<file path="config.mk">
export PLATFORM = sky130hd
export DESIGN_NAME = ho_select_ctrl
export DESIGN_NICKNAME = d
export VERILOG_FILES = /design/src/rtl/ho_select_ctrl.sv
export SDC_FILE = /design/constraint.sdc
export NUM_CORES = 1
export LEC_CHECK = 0
export BUFFER_PORTS_ARGS = -buffer_cell sky130_fd_sc_hd__buf_2
export CAP_MARGIN = 20
export CORE_MARGIN = 2
export CORE_UTILIZATION = 40
export CTS_CLUSTER_SIZE = 40
export DETAILED_ROUTE_END_ITERATION = 7
export PLACE_DENSITY = 0.61
export SKIP_CTS_REPAIR_TIMING = 1
export SKIP_LAST_GASP = 1
export SLEW_MARGIN = 20
export SYNTH_ARGS = -nofsm -noshare
export SYNTH_HDL_FRONTEND = slang
export SYNTH_SLANG_ARGS = --single-unit
</file>
<file path="constraint.sdc">
create_clock -name clk -period 15.2 [get_ports clk]
set_clock_uncertainty 0.2 [all_clocks]
set_input_delay 4.56 -clock clk [delete_from_list [all_inputs] [get_ports clk]]
set_output_delay 4.56 -clock clk [all_outputs]
set_load 0.01 [all_outputs]
</file>
<file path="src/rtl/ho_select_ctrl.sv">
// Handover controller: picks the strongest base station, confirms it over
// several measurement sets with a hysteresis margin, then runs a
// request/respond handshake with a timeout before switching the serving BS.
//
// state   | meaning
// --------+---------------------------------------------------------------
// S_SERVE | steady state, serving BS fixed, watching for a better candidate
// S_TTT   | candidate found, counting consecutive confirming samples
// S_REQ   | single cycle, ho_req asserted towards the candidate
// S_WAIT  | waiting for the candidate's respond, timeout counting down
module ho_select_ctrl #(
  parameter int N_BS        = 3,
  parameter int SQ_W        = 8,
  parameter int DATA_W      = 4,
  parameter int HYST        = 8,
  parameter int TTT_N       = 3,
  parameter int RSP_TIMEOUT = 16,
  localparam int ID_W       = $clog2(N_BS)
) (
  input  logic                     clk,
  input  logic                     reset,
  input  logic [N_BS*SQ_W-1:0]     sq,
  input  logic                     sq_valid,
  input  logic [N_BS*DATA_W-1:0]   bs_data,
  input  logic [N_BS-1:0]          bs_respond,
  output logic [DATA_W-1:0]        md_data,
  output logic [ID_W-1:0]          serving,
  output logic [N_BS-1:0]          ho_req,
  output logic [ID_W-1:0]          ho_target,
  output logic                     ho_busy,
  output logic                     ho_done,
  output logic                     ho_fail,
  output logic [15:0]              ho_count
);

  localparam int CNT_W = $clog2(TTT_N + 1);
  localparam int TMO_W = $clog2(RSP_TIMEOUT + 1);
  // Margin widened by one bit so serving + HYST never wraps.
  localparam logic [SQ_W:0] HYST_EXT = (SQ_W+1)'(HYST);

  typedef enum logic [1:0] {S_SERVE, S_TTT, S_REQ, S_WAIT} state_t;

  state_t             state, state_nxt;
  logic [ID_W-1:0]    cand, cand_nxt;
  logic [CNT_W-1:0]   cnt, cnt_nxt;
  logic [TMO_W-1:0]   tmo, tmo_nxt;
  logic [ID_W-1:0]    serving_nxt;
  logic [N_BS-1:0]    req_nxt;
  logic               done_nxt, fail_nxt;
  logic [15:0]        count_nxt;

  logic [ID_W-1:0]    best_id;
  logic [SQ_W-1:0]    best_sq, serv_sq;
  logic [DATA_W-1:0]  serv_data;
  logic               resp_cand;
  logic               qualify;

  // Strongest BS (lowest index on ties) plus per-index lookups of the
  // serving BS quality/data and the candidate's respond line.
  always_comb begin
    best_id   = '0;
    best_sq   = sq[0 +: SQ_W];
    serv_sq   = sq[0 +: SQ_W];
    serv_data = bs_data[0 +: DATA_W];
    resp_cand = 1'b0;
    for (int i = 0; i < N_BS; i++) begin
      if (sq[i*SQ_W +: SQ_W] > best_sq) begin
        best_sq = sq[i*SQ_W +: SQ_W];
        best_id = ID_W'(i);
      end
      if (serving == ID_W'(i)) begin
        serv_sq   = sq[i*SQ_W +: SQ_W];
        serv_data = bs_data[i*DATA_W +: DATA_W];
      end
      if (cand == ID_W'(i)) begin
        resp_cand = bs_respond[i];
      end
    end
  end

  assign qualify = (best_id != serving) &&
                   ({1'b0, best_sq} >= ({1'b0, serv_sq} + HYST_EXT));

  // Next-state, counters and registered-output precompute.
  always_comb begin
    state_nxt   = state;
    cand_nxt    = cand;
    cnt_nxt     = cnt;
    tmo_nxt     = tmo;
    serving_nxt = serving;
    done_nxt    = 1'b0;
    fail_nxt    = 1'b0;
    count_nxt   = ho_count;
    req_nxt     = '0;

    case (state)
      S_SERVE: begin
        if (sq_valid && qualify) begin
          cand_nxt  = best_id;
          cnt_nxt   = CNT_W'(1);
          state_nxt = (TTT_N == 1) ? S_REQ : S_TTT;
        end
      end
      S_TTT: begin
        if (sq_valid) begin
          if (qualify && (best_id == cand)) begin
            if ((cnt + CNT_W'(1)) == CNT_W'(TTT_N)) begin
              state_nxt = S_REQ;
              cnt_nxt   = '0;
            end else begin
              cnt_nxt = cnt + CNT_W'(1);
            end
          end else begin
            // A different best BS aborts; it must qualify again from SERVE.
            state_nxt = S_SERVE;
            cnt_nxt   = '0;
          end
        end
      end
      S_REQ: begin
        tmo_nxt   = TMO_W'(RSP_TIMEOUT);
        state_nxt = S_WAIT;
      end
      S_WAIT: begin
        // Respond is checked first so it wins in the last WAIT cycle.
        if (resp_cand) begin
          serving_nxt = cand;
          done_nxt    = 1'b1;
          if (ho_count != 16'hFFFF) begin
            count_nxt = ho_count + 16'd1;
          end
          tmo_nxt   = '0;
          state_nxt = S_SERVE;
        end else if (tmo == TMO_W'(1)) begin
          fail_nxt  = 1'b1;
          tmo_nxt   = '0;
          state_nxt = S_SERVE;
        end else begin
          tmo_nxt = tmo - TMO_W'(1);
        end
      end
      default: begin
        state_nxt = S_SERVE;
      end
    endcase

    // ho_req is registered, so it is set on the edge entering REQ.
    if (state_nxt == S_REQ) begin
      for (int i = 0; i < N_BS; i++) begin
        req_nxt[i] = (cand_nxt == ID_W'(i));
      end
    end
  end

  // State and output registers with synchronous reset.
  always_ff @(posedge clk) begin
    if (reset) begin
      state    <= S_SERVE;
      cand     <= '0;
      cnt      <= '0;
      tmo      <= '0;
      serving  <= '0;
      md_data  <= '0;
      ho_req   <= '0;
      ho_done  <= 1'b0;
      ho_fail  <= 1'b0;
      ho_count <= '0;
    end else begin
      state    <= state_nxt;
      cand     <= cand_nxt;
      cnt      <= cnt_nxt;
      tmo      <= tmo_nxt;
      serving  <= serving_nxt;
      md_data  <= serv_data;
      ho_req   <= req_nxt;
      ho_done  <= done_nxt;
      ho_fail  <= fail_nxt;
      ho_count <= count_nxt;
    end
  end

  assign ho_busy   = (state != S_SERVE);
  assign ho_target = ho_busy ? cand : serving;

endmodule

</file>
[Word level (Yosys, flattened, before mapping)]
Index checks and enable logic that the tools add are counted.
Storage, ports and cells
  output and inout bits: 30
  bits of input ports: 42
  register bits after elaboration: 38
Operators by class
  equality and inequality tests: 17
  reductions and logical operators: 15
  add/subtract/negate cells: 4
  multiplexer cells: 31
  $lt $le $gt $ge: 3
  bitwise logic cells: 2
Operators with widths (number)
  2-to-1 mux 8 bit: 4
  2-to-1 mux 2 bit: 14
  adder 16 x 1 -> 16 bit, second input constant: 1
  greater-than comparator 8 bit: 2
  inequality test 16 bit, second input constant: 1
  equality test 2 bit, second input constant: 7
  2-to-1 mux 5 bit: 2
  case mux 5 bit (2 select lines): 1
  adder 8 x 4 -> 9 bit, second input constant: 1
  >= comparator 8 x 9 -> 1 bit: 1
  equality test 2 x 1 -> 1 bit, second input constant: 4
  2-to-1 mux 4 bit: 2
  case mux 2 bit (4 select lines): 1
  logical NOT 2 bit: 3
  2-to-1 mux 1 bit: 6
  AND reduction 3 bit: 2
  nonzero test 2 bit: 3
  equality test 5 x 1 -> 1 bit, second input constant: 1
  subtractor 5 x 1 -> 5 bit, second input constant: 1
  inequality test 2 bit, second input constant: 2
  case mux 2 bit (2 select lines): 1
  OR reduction 2 bit: 2
  logical AND 1 bit: 3
  OR reduction 3 bit: 1
  other kinds (5): 6

[Depth between registers and ports, before layout]
Gate-level depths: netlist of the first run.
  word-level depth: 13
  depth in mapped cells: 25

[Least setup slack after synthesis of the first run]
No wires, ideal clock.
  path type: input-to-reg
  from: input sq[1]
  to: register cand[0]
  data required time: 14877 ps
  cell stages on the path: 22
  setup slack: 6104 ps
  data arrival time: 8772 ps
  buffers on the path: 2
  path through: inv_1 -> ha_1 -> nor2b_1 -> o211ai_1 -> a21oi_1 -> o22ai_2 -> buf_2 -> mux2i_1 -> ha_1 -> a21o_1 -> nand3_1 -> a21oi_1 -> nor2_1 -> clkbuf_1 -> a21oi_1 -> ha_1 -> a211oi_1 -> o21ai_0 -> a221oi_1 -> a311o_1 -> nor3_2 -> mux2_1
On the way
  longest elaborated chain between the ends: 9
Ends and longest elaborated chain
  from (decl): RTL line 22  | input logic [N_BS*SQ_W-1:0] sq,
  greater-than comparator 8 bit: RTL line 67  | if (sq[i*SQ_W +: SQ_W] > best_sq) begin
  2-to-1 mux 8 bit: RTL line 67
  greater-than comparator 8 bit: RTL line 67
  2-to-1 mux 8 bit / 2-to-1 mux 2 bit (equally long branches): RTL line 67
  >= comparator 8 x 9 -> 1 bit / inequality test 2 bit (equally long branches): RTL line 82, 81
  logical AND 1 bit: RTL line 81  | assign qualify = (best_id != serving) &&
  logical AND 1 bit: RTL line 98  | if (sq_valid && qualify) begin
  2-to-1 mux 2 bit (*): RTL line 98
  2-to-1 mux 2 bit (*): RTL line 96  | case (state)
  to (signal assigned): RTL line 170  | cand <= cand_nxt;
  to (decl): RTL line 44  | logic [ID_W-1:0] cand, cand_nxt;
Every way passes the cells marked *; elsewhere a longest branch is shown, timed or not.
A chain may end at the register's enable or synchronous reset.

[Worst setup path after layout of the first run]
Same ends and word-level chain as after synthesis.

==> results of run 1 <==
[cells in the final DEF, fill, tap and decap left out, types with 2 or more instances in the layout]
| cell | instances |
|---|---|
| sky130_fd_sc_hd__nor3b_1 | 4 |
| sky130_fd_sc_hd__clkbuf_8 | 6 |
| sky130_fd_sc_hd__ha_1 | 28 |
| sky130_fd_sc_hd__a221oi_1 | 2 |
| sky130_fd_sc_hd__o21ai_0 | 14 |
| sky130_fd_sc_hd__nor2b_1 | 12 |
| sky130_fd_sc_hd__dfxtp_1 | 38 |
| sky130_fd_sc_hd__o211ai_1 | 3 |
| sky130_fd_sc_hd__nor4_1 | 4 |
| sky130_fd_sc_hd__and3_1 | 7 |
| sky130_fd_sc_hd__inv_1 | 18 |
| sky130_fd_sc_hd__nand4_1 | 11 |
| sky130_fd_sc_hd__and2_1 | 5 |
| sky130_fd_sc_hd__xnor2_1 | 2 |
| sky130_fd_sc_hd__buf_4 | 2 |
| sky130_fd_sc_hd__nand2b_1 | 6 |
| sky130_fd_sc_hd__nor3_1 | 6 |
| sky130_fd_sc_hd__a21o_1 | 2 |
| sky130_fd_sc_hd__buf_2 | 71 |
| sky130_fd_sc_hd__and4_1 | 2 |
| sky130_fd_sc_hd__a31oi_1 | 2 |
| sky130_fd_sc_hd__xor2_1 | 16 |
| sky130_fd_sc_hd__or2_2 | 2 |
| sky130_fd_sc_hd__nor2_1 | 37 |
| sky130_fd_sc_hd__o31ai_1 | 6 |
| sky130_fd_sc_hd__a21oi_1 | 23 |
| sky130_fd_sc_hd__a211oi_1 | 11 |
| sky130_fd_sc_hd__nand3_1 | 8 |
| sky130_fd_sc_hd__mux2i_1 | 31 |
| sky130_fd_sc_hd__nand2_1 | 19 |
[flip-flops by register name (all words and copies together), names as in the netlist]
| signal | count |
|---|---|
| state | 2 |
| ho_req | 3 |
| tmo | 5 |
| ho_fail | 1 |
| md_data | 4 |
| cnt | 2 |
| serving | 2 |
| cand | 2 |
| ho_count | 16 |
| ho_done | 1 |
[layout make-up]
type | instances | area, um2
fill | 749 | 3760
multi-input combinational | 285 | 2040
sequential | 38 | 761
timing repair buffer | 73 | 370
tap | 99 | 124
clock buffer | 6 | 82.6
inverter | 18 | 67.6
clock inverter | 2 | 12.5
[worst max-delay path, delay by kind of cell]
family	cells	cell delay [ps]
adders and majority gates	3	990
and+or+nand+nor	5	1270
AOI/OAI and AO/OA	9	2200
buffers and inverters	2	160
muxes	2	560
[worst max-delay path by stage]
stage	depth (start not counted)	start	to
2_1_floorplan	22	sq[1]	cand[0]
3_3_place_gp	21	sq[1]	cand[0]
3_5_place_dp	21	sq[1]	cand[0]
4_1_cts	21	sq[1]	cand[0]
5_1_grt	22	sq[1]	cand[0]
6_report	21	sq[1]	cand[0]
[power groups by stage]
stage	Sequential (mW)	Clock, mW	Combinational (mW)
2_1_floorplan	0.105	0	0.0526
3_3_place_gp	0.107	0	0.0687
3_5_place_dp	0.107	0	0.0700
4_1_cts	0.104	0.0758	0.0705
5_1_grt	0.105	0.0811	0.0804
6_report	0.104	0.0737	0.0701
[metal layers]
metal  track usage  vias to the layer above  part of all wire
met5             0                        -                 0
met4        0.0538                        0             0.012
met3        0.0293                        8             0.033
met2         0.294                       52              0.49
met1         0.209                     1257              0.46
li1              -                     1419                 -
[kinds of logic after synthesis]
| family | synth area share |
|---|---|
| AOI/OAI and AO/OA | 0.168 |
| xor gates and xnor gates | 0.0531 |
| adders and majority gates | 0.118 |
| buffers and inverters | 0.0569 |
| DFF | 0.256 |
| muxes | 0.112 |
| and+or+nand+nor | 0.235 |
[stage by stage]
stage	cells	setup slack [ps]	instance area (um2)	util
after global routing	521	4920	3460	0.479
after detailed placement	513	5120	3360	0.466
after CTS	521	5440	3460	0.479
after global placement	513	5280	3360	0.466
final	521	5420	3460	0.479
after floorplan	360	6100	2970	-
==> impl_metrics.csv, run 1 <==
group,metric,value,unit
routing,drt_total_wl,6.89,mm
timing,worst-slew-pin-transition,940,ps
timing,final.period_utilization,0.643,
place,post-dp-hpwl,5.36,mm
power,pwr-share-clk,0.297,
setup_path,critical_path_cell_by_cell,"buf_2, inv_1, ha_1, nor2b_1, o211ai_1, a21oi_1, o22ai_2, mux2i_1, ha_1, nand4_1, nor2_1, a21oi_1, nor2_1, a21oi_1, ha_1, a211oi_1, o21ai_0, a221oi_1, a311o_1, nor3_2, mux2_1",
clocking,clockRootBuffer,"sky130_fd_sc_hd__clkbuf_8",
global_routing,pin_count_of_the_biggest_net_entering_global_routing,37,
clocking,cts_max_level,2,
logic_synthesis,yosysTopAreaCellShare,0.256,
power,power_switching,0.0804,mW
setup_path,critical_path.reg2reg.endpoint,"cand[0]",
flow_run,timing.max_cap.violations,0,
timing,fin_tns_setup,0,ps
timing,min_period,9780,ps
power,vdd_ir_drop_max,0.0323,mV
logic_synthesis,postSynthNetCount,430,
clocking,clkSlewWorstSetupHoldPaths,70,ps
logic_synthesis,ys_async_sr_fraction,0,
power,power.share.combinational,0.283,
hold_path,min-delay-path-class,"reg -> reg",
global_routing,number_of_global_route_vias_before_repair,2499,
power,power.share.switching,0.324,
clocking,cts_tree,"done",
setup_path,critical-path-max-stage-delay,740,ps
timing,grt_setup_unrepaired,"false",
routing,detail-route-antenna-nets,0,
logic_synthesis,synth_top_area_cell,"sky130_fd_sc_hd__dfxtp_1",
timing,clock.fmax,102,MHz
clocking,clkSinkCount,38,
routing,detail_route.vias_per_cell,5.25,
timing,finalHoldWorstSlack,305,ps
setup_path,setup.worst_path.start_class,"input pin",
floorplanning,number_of_rows_created_at_floorplan,31,
hold_path,min-delay-start,"cnt[1]",
setup_path,worst-setup-path-type,"in -> reg",
clocking,clock_tree.buffer_depth,2,
routing,drc_errors,0,
finish,design.final.nets,491,
timing,final_max_slew_viol_count,0,
logic_synthesis,synthesis.area,0.00297,mm2
floorplanning,die_height,90.2,um
logic_synthesis,yosysMostFrequentCell,"sky130_fd_sc_hd__dfxtp_1",
logic_synthesis,top_cells_by_area_in_the_synthesized_netlist,"sky130_fd_sc_hd__dfxtp_1 (26%), sky130_fd_sc_hd__ha_1 (12%), sky130_fd_sc_hd__mux2i_1 (10%)",
finish,post_synthesis_to_final_layout_area_growth,16.4,%
floorplanning,top_level_ports,72,
logic_synthesis,synth_ff_type,"sky130_fd_sc_hd__dfxtp_1",
logic_synthesis,synth_edf_count,0,
routing,wl_per_cell,13.2,um
power,power_report.internal_total,0.168,mW
global_routing,antenna_found_initial,0,
finish,post_route_cells_drive_above_1_share,0.223,
routing,via_count,2736,
logic_synthesis,synth_area_per_cell,8.25,um2
finish,ant_cells,0,
logic_synthesis,yosysSeqAreaShare,0.256,
setup_path,r2r_start,"serving[0]",
clocking,insertion_delay,290,ps
floorplanning,die_area,0.00813,mm2
hold_path,hold-path-endpoint,"cnt[1]",
logic_synthesis,netlist_top_cells_count,"sky130_fd_sc_hd__dfxtp_1 (38), sky130_fd_sc_hd__nor2_1 (37), sky130_fd_sc_hd__mux2i_1 (31), sky130_fd_sc_hd__ha_1 (28), sky130_fd_sc_hd__a21oi_1 (23)",
timing,finalSetupViolCount,0,
setup_path,worst_setup_path_end_kind,"flip-flop",
setup_path,critical-path-slowest-cell,"sky130_fd_sc_hd__nor2_1",
floorplanning,chipWidth,90.2,um
setup_path,timing.critical_path.arrival,9760,ps
setup_path,critical_path_peak_fanout,18,
global_routing,grtUsageTotal,0.168,
logic_synthesis,post_synth_inst_count,360,
logic_synthesis,post_synth_num_cell_types,54,
setup_path,reg2reg_setup_slack,11760,ps
place,place_congestion,0.823,
hold_path,min_path_cells,2,
run_status,result_of_the_run,"complete, no violations",
global_routing,globalRoute.totalOverflow,0,
power,leakagePower,1.54,nW
floorplanning,start_util,0.412,
logic_synthesis,yosys_warnings,0,
setup_path,r2r.worst_path.cells,11,
routing,firstDrtPassIters,4,
clocking,cts-buffers-inserted,5,
power,total_power,0.248,mW
power,power_per_cell_area,71.8,mW/mm2
power,share_seq_of_total_power,0.420,
global_routing,grt_first_pass_wirelength,11.5,mm
timing,max_slew_margin,0.371,
routing,drt_iter0_drc,65,
floorplanning,core_area,0.00721,mm2
setup_path,worst_ep_required_time,15180,ps
place,io_buffer_count,71,
timing,final-hold-violation-count,0,
logic_synthesis,synth-seq-cells,38,
Note: power is estimated with default switching activity, not from simulation.
==> inputs of run 2 (changes only) <==
==> constraint.sdc (replaced) <==
create_clock -name clk -period 9.05 [get_ports clk]
set_clock_uncertainty 0.2 [all_clocks]
set_input_delay 2.715 -clock clk [delete_from_list [all_inputs] [get_ports clk]]
set_output_delay 2.715 -clock clk [all_outputs]
set_load 0.01 [all_outputs]
==> run 2 against run 1 <==
Effect of this change: via count rose by 0.15%; final area rose by 0.11%; die area did not move; core utilization rose by 0.052 points; critical path depth rose by 2; sequential share of layout area barely moved; global-route usage barely moved; critical endpoint unchanged; largest cell class unchanged.
==> impl_metrics.csv, run 2 (synthesis results as in run 1) <==
group,metric,value,unit
finish,ant_cells,0,
routing,via_count,2740,
setup_path,worst-setup-path-type,"in -> reg",
timing,min_period,7780,ps
timing,final.period_utilization,0.860,
power,vdd_ir_drop_max,0.0635,mV
finish,top_register,"ho_count",
finish,design_area,0.00346,mm2
timing,final-hold-violation-count,0,
routing,drt_total_wl,6.85,mm
floorplanning,die_area,0.00813,mm2
setup_path,r2r_start,"serving[0]",
finish,fillers,755,
floorplanning,start_util,0.412,
timing,finalSetupViolCount,0,
power,power_per_cell_area,121,mW/mm2
floorplanning,chipWidth,90.2,um
run_status,result_of_the_run,"complete, no violations",
routing,detail-route-antenna-nets,0,
routing,drc_errors,0,
finish,number_of_flip_flops_in_the_largest_register,16,
setup_path,critical_path_peak_fanout,18,
global_routing,globalRoute.totalOverflow,0,
hold_path,min-delay-path-class,"reg -> reg",
routing,wl_per_cell,13.1,um
timing,grt_setup_unrepaired,"false",
power,leakagePower,1.54,nW
routing,detail_route.vias_per_cell,5.25,
global_routing,grt_first_pass_wirelength,11.5,mm
clocking,cts-buffers-inserted,5,
hold_path,hold-path-endpoint,"tmo[4]",
finish,regArea,761,um2
finish,mostFrequentLayoutCells,"sky130_fd_sc_hd__buf_2 (71), sky130_fd_sc_hd__dfxtp_1 (38), sky130_fd_sc_hd__nor2_1 (37)",
timing,clock.fmax,129,MHz
clocking,clkSinkCount,38,
floorplanning,core_area,0.00721,mm2
finish,most_common_cell_after_layout_fill_and_taps_aside,"sky130_fd_sc_hd__buf_2",
routing,firstDrtPassIters,4,
global_routing,number_of_global_route_vias_before_repair,2445,
routing,drt_iter0_drc,89,
timing,worst-slew-pin-transition,927,ps
setup_path,critical_path.reg2reg.endpoint,"cand[0]",
timing,final_max_slew_viol_count,0,
place,post-dp-hpwl,5.22,mm
hold_path,min_path_cells,2,
finish,post_synthesis_to_final_layout_area_growth,16.6,%
global_routing,grtUsageTotal,0.168,
finish,area_of_the_multi_input_gates,0.00204,mm2
clocking,insertion_delay,290,ps
clocking,cts_max_level,2,
floorplanning,die_height,90.2,um
global_routing,pin_count_of_the_biggest_net_entering_global_routing,37,
clocking,clkSlewWorstSetupHoldPaths,70,ps
setup_path,reg2reg_setup_slack,5650,ps
floorplanning,number_of_rows_created_at_floorplan,31,
hold_path,min-delay-start,"tmo[4]",
clocking,clock_tree.buffer_depth,2,
clocking,clockRootBuffer,"sky130_fd_sc_hd__clkbuf_8",
finish,instances_no_fill,522,
place,place_congestion,0.777,
setup_path,setup.worst_path.start_class,"input pin",
setup_path,r2r.worst_path.cells,11,
power,total_power,0.418,mW
setup_path,timing.critical_path.arrival,7760,ps
setup_path,worst_ep_required_time,9030,ps
clocking,cts_tree,"done",
setup_path,worst_setup_path_end_kind,"flip-flop",
timing,fin_tns_setup,0,ps
place,io_buffer_count,71,
global_routing,antenna_found_initial,0,
finish,design.final.nets,492,
place,place_area,0.00337,mm2
timing,max_slew_margin,0.382,
setup_path,cp-startpoint,"sq[1]",
finish,post_route_cells_drive_above_1_share,0.222,
finish,largest_registers,"ho_count: 16 flops, tmo: 5 flops, md_data: 4 flops",
timing,finalHoldWorstSlack,322,ps
place,cell_count_after_placement,514,
floorplanning,top_level_ports,72,
flow_run,timing.max_cap.violations,0,
==> run 2: worst max-delay path by stage <==
stage / depth (start not counted) / endpoint / slack (ps)
2_1_floorplan: 22 / cand[0] / 1800
3_3_place_gp: 23 / cand[0] / 1210
3_5_place_dp: 23 / cand[0] / 1010
4_1_cts: 23 / cand[0] / 1280
5_1_grt: 22 / cand[0] / 960
6_report: 23 / cand[0] / 1270
==> run 2: layer usage <==
layer	vias up	GRT usage	part of all wire
li1	1428	-	-
met1	1260	0.228	0.49
met2	47	0.279	0.47
met3	5	0.0235	0.026
met4	0	0.0462	0.012
met5	-	0	0
==> run 2: through the flow <==
step | setup WS, ps | utilization
6_report | 1270 | 0.480
5_1_grt | 963 | 0.480
4_1_cts | 1280 | 0.480
3_5_place_dp | 1010 | 0.467
3_3_place_gp | 1210 | 0.467
2_1_floorplan | 1800 | -
==> run 2: power breakdown <==
group          switching, mW  leakage (nW)  internal, mW  total [mW]
Sequential           0.00482         0.307         0.170       0.175
Combinational         0.0687          1.19        0.0516       0.120
Clock                 0.0609        0.0482        0.0615       0.122
==> run 2: critical path, stage by stage <==
cell,delay (ps)
sky130_fd_sc_hd__buf_2,110
sky130_fd_sc_hd__inv_1,50
sky130_fd_sc_hd__ha_1,300
sky130_fd_sc_hd__nor2b_1,140
sky130_fd_sc_hd__o211ai_1,170
sky130_fd_sc_hd__a21oi_1,130
sky130_fd_sc_hd__o22ai_2,700
sky130_fd_sc_hd__mux2i_1,230
sky130_fd_sc_hd__ha_1,350
sky130_fd_sc_hd__nand4_1,150
sky130_fd_sc_hd__nor2_1,200
sky130_fd_sc_hd__a21oi_1,90
sky130_fd_sc_hd__or2_1,360
sky130_fd_sc_hd__nand2_1,110
sky130_fd_sc_hd__o21ai_0,90
sky130_fd_sc_hd__ha_1,300
sky130_fd_sc_hd__nand2b_1,140
sky130_fd_sc_hd__a211oi_1,260
sky130_fd_sc_hd__o21ai_0,140
sky130_fd_sc_hd__a221oi_1,410
sky130_fd_sc_hd__a311o_1,220
sky130_fd_sc_hd__nor3_2,70
sky130_fd_sc_hd__mux2_1,310
==> run 2: cell type report <==
type	count	area share
clock buffer	7	0.0249
clock inverter	1	0.00145
inverter	18	0.0195
multi-input combinational	285	0.589
sequential	38	0.220
tap	99	0.0358
timing repair buffer	74	0.109
==> inputs of run 3 (changes only) <==
--- a/config.mk
+++ b/config.mk
@@ -9,6 +9,7 @@
 export CAP_MARGIN = 20
 export CORE_MARGIN = 2
 export CORE_UTILIZATION = 40
+export CTS_BUF_LIST = sky130_fd_sc_hd__clkbuf_8
 export CTS_CLUSTER_SIZE = 40
 export DETAILED_ROUTE_END_ITERATION = 7
 export PLACE_DENSITY = 0.61
==> constraint.sdc (replaced) <==
create_clock -name clk -period 9.05 [get_ports clk]
set_clock_uncertainty 0.2 [all_clocks]
set_input_delay 1.3575 -clock clk [delete_from_list [all_inputs] [get_ports clk]]
set_output_delay 1.3575 -clock clk [all_outputs]
set_load 0.01 [all_outputs]
==> run 3 against run 2 <==
Effect of this change: clock power is 17% higher; critical path depth is 1 lower; combinational power hardly changed; first-iteration DRC count is 5.6% higher; final area is 0.29% higher; non-clock buffer count is 1 lower; sequential share of layout area is 0.063 points lower; die area stayed put; core utilization is 0.14 points higher; global-route usage is 0.12 points higher.
==> impl_metrics.csv, run 3 (synthesis results as in run 1) <==
group,metric,value,unit
global_routing,globalRoute.totalOverflow,0,
finish,most_common_cell_after_layout_fill_and_taps_aside,"sky130_fd_sc_hd__buf_2",
setup_path,worst_ep_required_time,9030,ps
global_routing,antenna_found_initial,0,
finish,largest_registers,"ho_count: 16 flops, tmo: 5 flops, md_data: 4 flops",
timing,final_max_slew_viol_count,0,
place,place_congestion,0.816,
timing,postLayoutSetupSlackWorst,2440,ps
clocking,clock_tree.buffer_depth,2,
timing,worst-slew-pin-transition,970,ps
place,post-dp-hpwl,5.26,mm
clocking,insertion_delay,300,ps
finish,top_register,"ho_count",
setup_path,critical_path_cell_by_cell,"buf_2, inv_1, ha_1, nor2b_1, o211ai_1, a21oi_1, o22ai_2, mux2i_1, ha_1, nor2b_1, o211ai_1, a211oi_2, nor2_1, nor2_1, a21oi_1, ha_1, a211oi_1, o21ai_0, a221oi_1, a311o_1, nor3_2, mux2_1",
global_routing,grt_first_pass_wirelength,11.6,mm
finish,post_route_cells_drive_above_1_share,0.223,
timing,fin_tns_setup,0,ps
global_routing,number_of_global_route_vias_before_repair,2499,
hold_path,min_path_cells,2,
timing,max_slew_margin,0.351,
routing,drt_total_wl,6.83,mm
floorplanning,core_area,0.00721,mm2
power,leakagePower,1.55,nW
hold_path,min-delay-path-class,"reg -> reg",
floorplanning,top_level_ports,72,
routing,wl_per_cell,13.1,um
routing,firstDrtPassIters,4,
power,power_per_cell_area,126,mW/mm2
flow_run,timing.max_cap.violations,0,
global_routing,pin_count_of_the_biggest_net_entering_global_routing,37,
floorplanning,die_height,90.2,um
setup_path,worst_setup_path_end_kind,"flip-flop",
setup_path,critical_path_peak_fanout,18,
hold_path,hold-path-endpoint,"cnt[1]",
place,placement.setup.worst_slack,2130,ps
finish,ant_cells,0,
timing,clock.fmax,151,MHz
run_status,result_of_the_run,"complete, no violations",
timing,grt_setup_unrepaired,"false",
routing,detail_route.vias_per_cell,5.28,
floorplanning,die_area,0.00813,mm2
routing,drt_iter0_drc,94,
floorplanning,number_of_rows_created_at_floorplan,31,
setup_path,r2r_start,"serving[1]",
timing,min_period,6610,ps
finish,post_synthesis_to_final_layout_area_growth,16.9,%
floorplanning,chipWidth,90.2,um
power,total_power,0.436,mW
hold_path,min-delay-start,"cnt[1]",
timing,finalSetupViolCount,0,
routing,drc_errors,0,
finish,mostFrequentLayoutCells,"sky130_fd_sc_hd__buf_2 (71), sky130_fd_sc_hd__dfxtp_1 (38), sky130_fd_sc_hd__nor2_1 (37)",
setup_path,timing.critical_path.arrival,6600,ps
clocking,clockRootBuffer,"sky130_fd_sc_hd__clkbuf_8",
clocking,clkSlewWorstSetupHoldPaths,70,ps
routing,via_count,2750,
place,io_buffer_count,71,
finish,fillers,748,
setup_path,worst_path_most_repeated_cell,"sky130_fd_sc_hd__ha_1",
timing,final-hold-violation-count,0,
global_routing,grtUsageTotal,0.169,
setup_path,critical-path-slowest-cell,"sky130_fd_sc_hd__nor2_1",
setup_path,reg2reg_setup_slack,5460,ps
clocking,cts_tree,"done",
clocking,clkSinkCount,38,
setup_path,worst-setup-path-type,"in -> reg",
setup_path,r2r.worst_path.cells,12,
floorplanning,start_util,0.412,
timing,final.period_utilization,0.731,
clocking,cts-buffers-inserted,5,
finish,design.final.nets,491,
setup_path,critical-path-max-stage-delay,750,ps
finish,number_of_flip_flops_in_the_largest_register,16,
setup_path,setup.worst_path.start_class,"input pin",
clocking,cts_max_level,2,
routing,detail-route-antenna-nets,0,
setup_path,critical_path.reg2reg.endpoint,"cand[0]",
power,vdd_ir_drop_max,0.0593,mV
## run 3: changes by cell type in the layout (fill, tap and decap cells not counted), sizes merged
cell	previous run	this run
clkbuf	7	5
buf	74	73
bufinv	0	1
clkinv	1	2
## run 3: how the worst max path moves through the flow
stage,start,endpoint,slack [ps],depth (start not counted)
after floorplan,sq[1],cand[0],3160,22
after global placement,sq[1],cand[0],2330,21
after detailed placement,sq[1],cand[0],2130,21
after CTS,sq[1],cand[0],2440,22
after global routing,sq[1],cand[0],2010,22
final,sq[1],cand[0],2440,22
## run 3: final cells by class
class                   count  area, um2  area share
clock buffers               5       68.8      0.0198
clock inverters             3       40.0      0.0115
inverters                  18       67.6      0.0195
multi-input cells         285       2040       0.588
flip-flops and latches     38        761       0.219
well taps                  99        124      0.0357
repair buffers             73        370       0.107
## run 3: stage by stage
step / cell area (um2) / utilization / instances / hold WS (ps)
final: 3470 / 0.481 / 521 / 318
after detailed placement: 3360 / 0.466 / 513 / 293
after CTS: 3470 / 0.481 / 521 / 314
after global routing: 3470 / 0.481 / 521 / 342
after floorplan: 2970 / - / 360 / 264
after global placement: 3360 / 0.466 / 513 / 294
## run 3: metal layers
| layer | GRT usage | up-vias | part of all wire |
|---|---|---|---|
| li1 | - | 1420 | - |
| met1 | 0.215 | 1254 | 0.47 |
| met2 | 0.293 | 64 | 0.47 |
| met3 | 0.0268 | 12 | 0.039 |
| met4 | 0.0551 | 0 | 0.022 |
| met5 | 0 | - | 0 |
## run 3: power breakdown
group	leakage [nW]	internal, mW	switching, mW	total [mW]
Clock	0.0579	0.0811	0.0614	0.143
Sequential	0.307	0.170	0.00485	0.175
Combinational	1.18	0.0504	0.0678	0.118
Total	1.55	0.302	0.134	0.436
## run 3: critical path, delay by kind of cell
kind	cells	cell delay, ps
AO/OA/AOI/OAI	10	2450
adder cells (fa/ha/maj)	3	820
buffers and inverters	2	160
multiplexers	2	660
AND/OR/NAND/NOR	5	1170
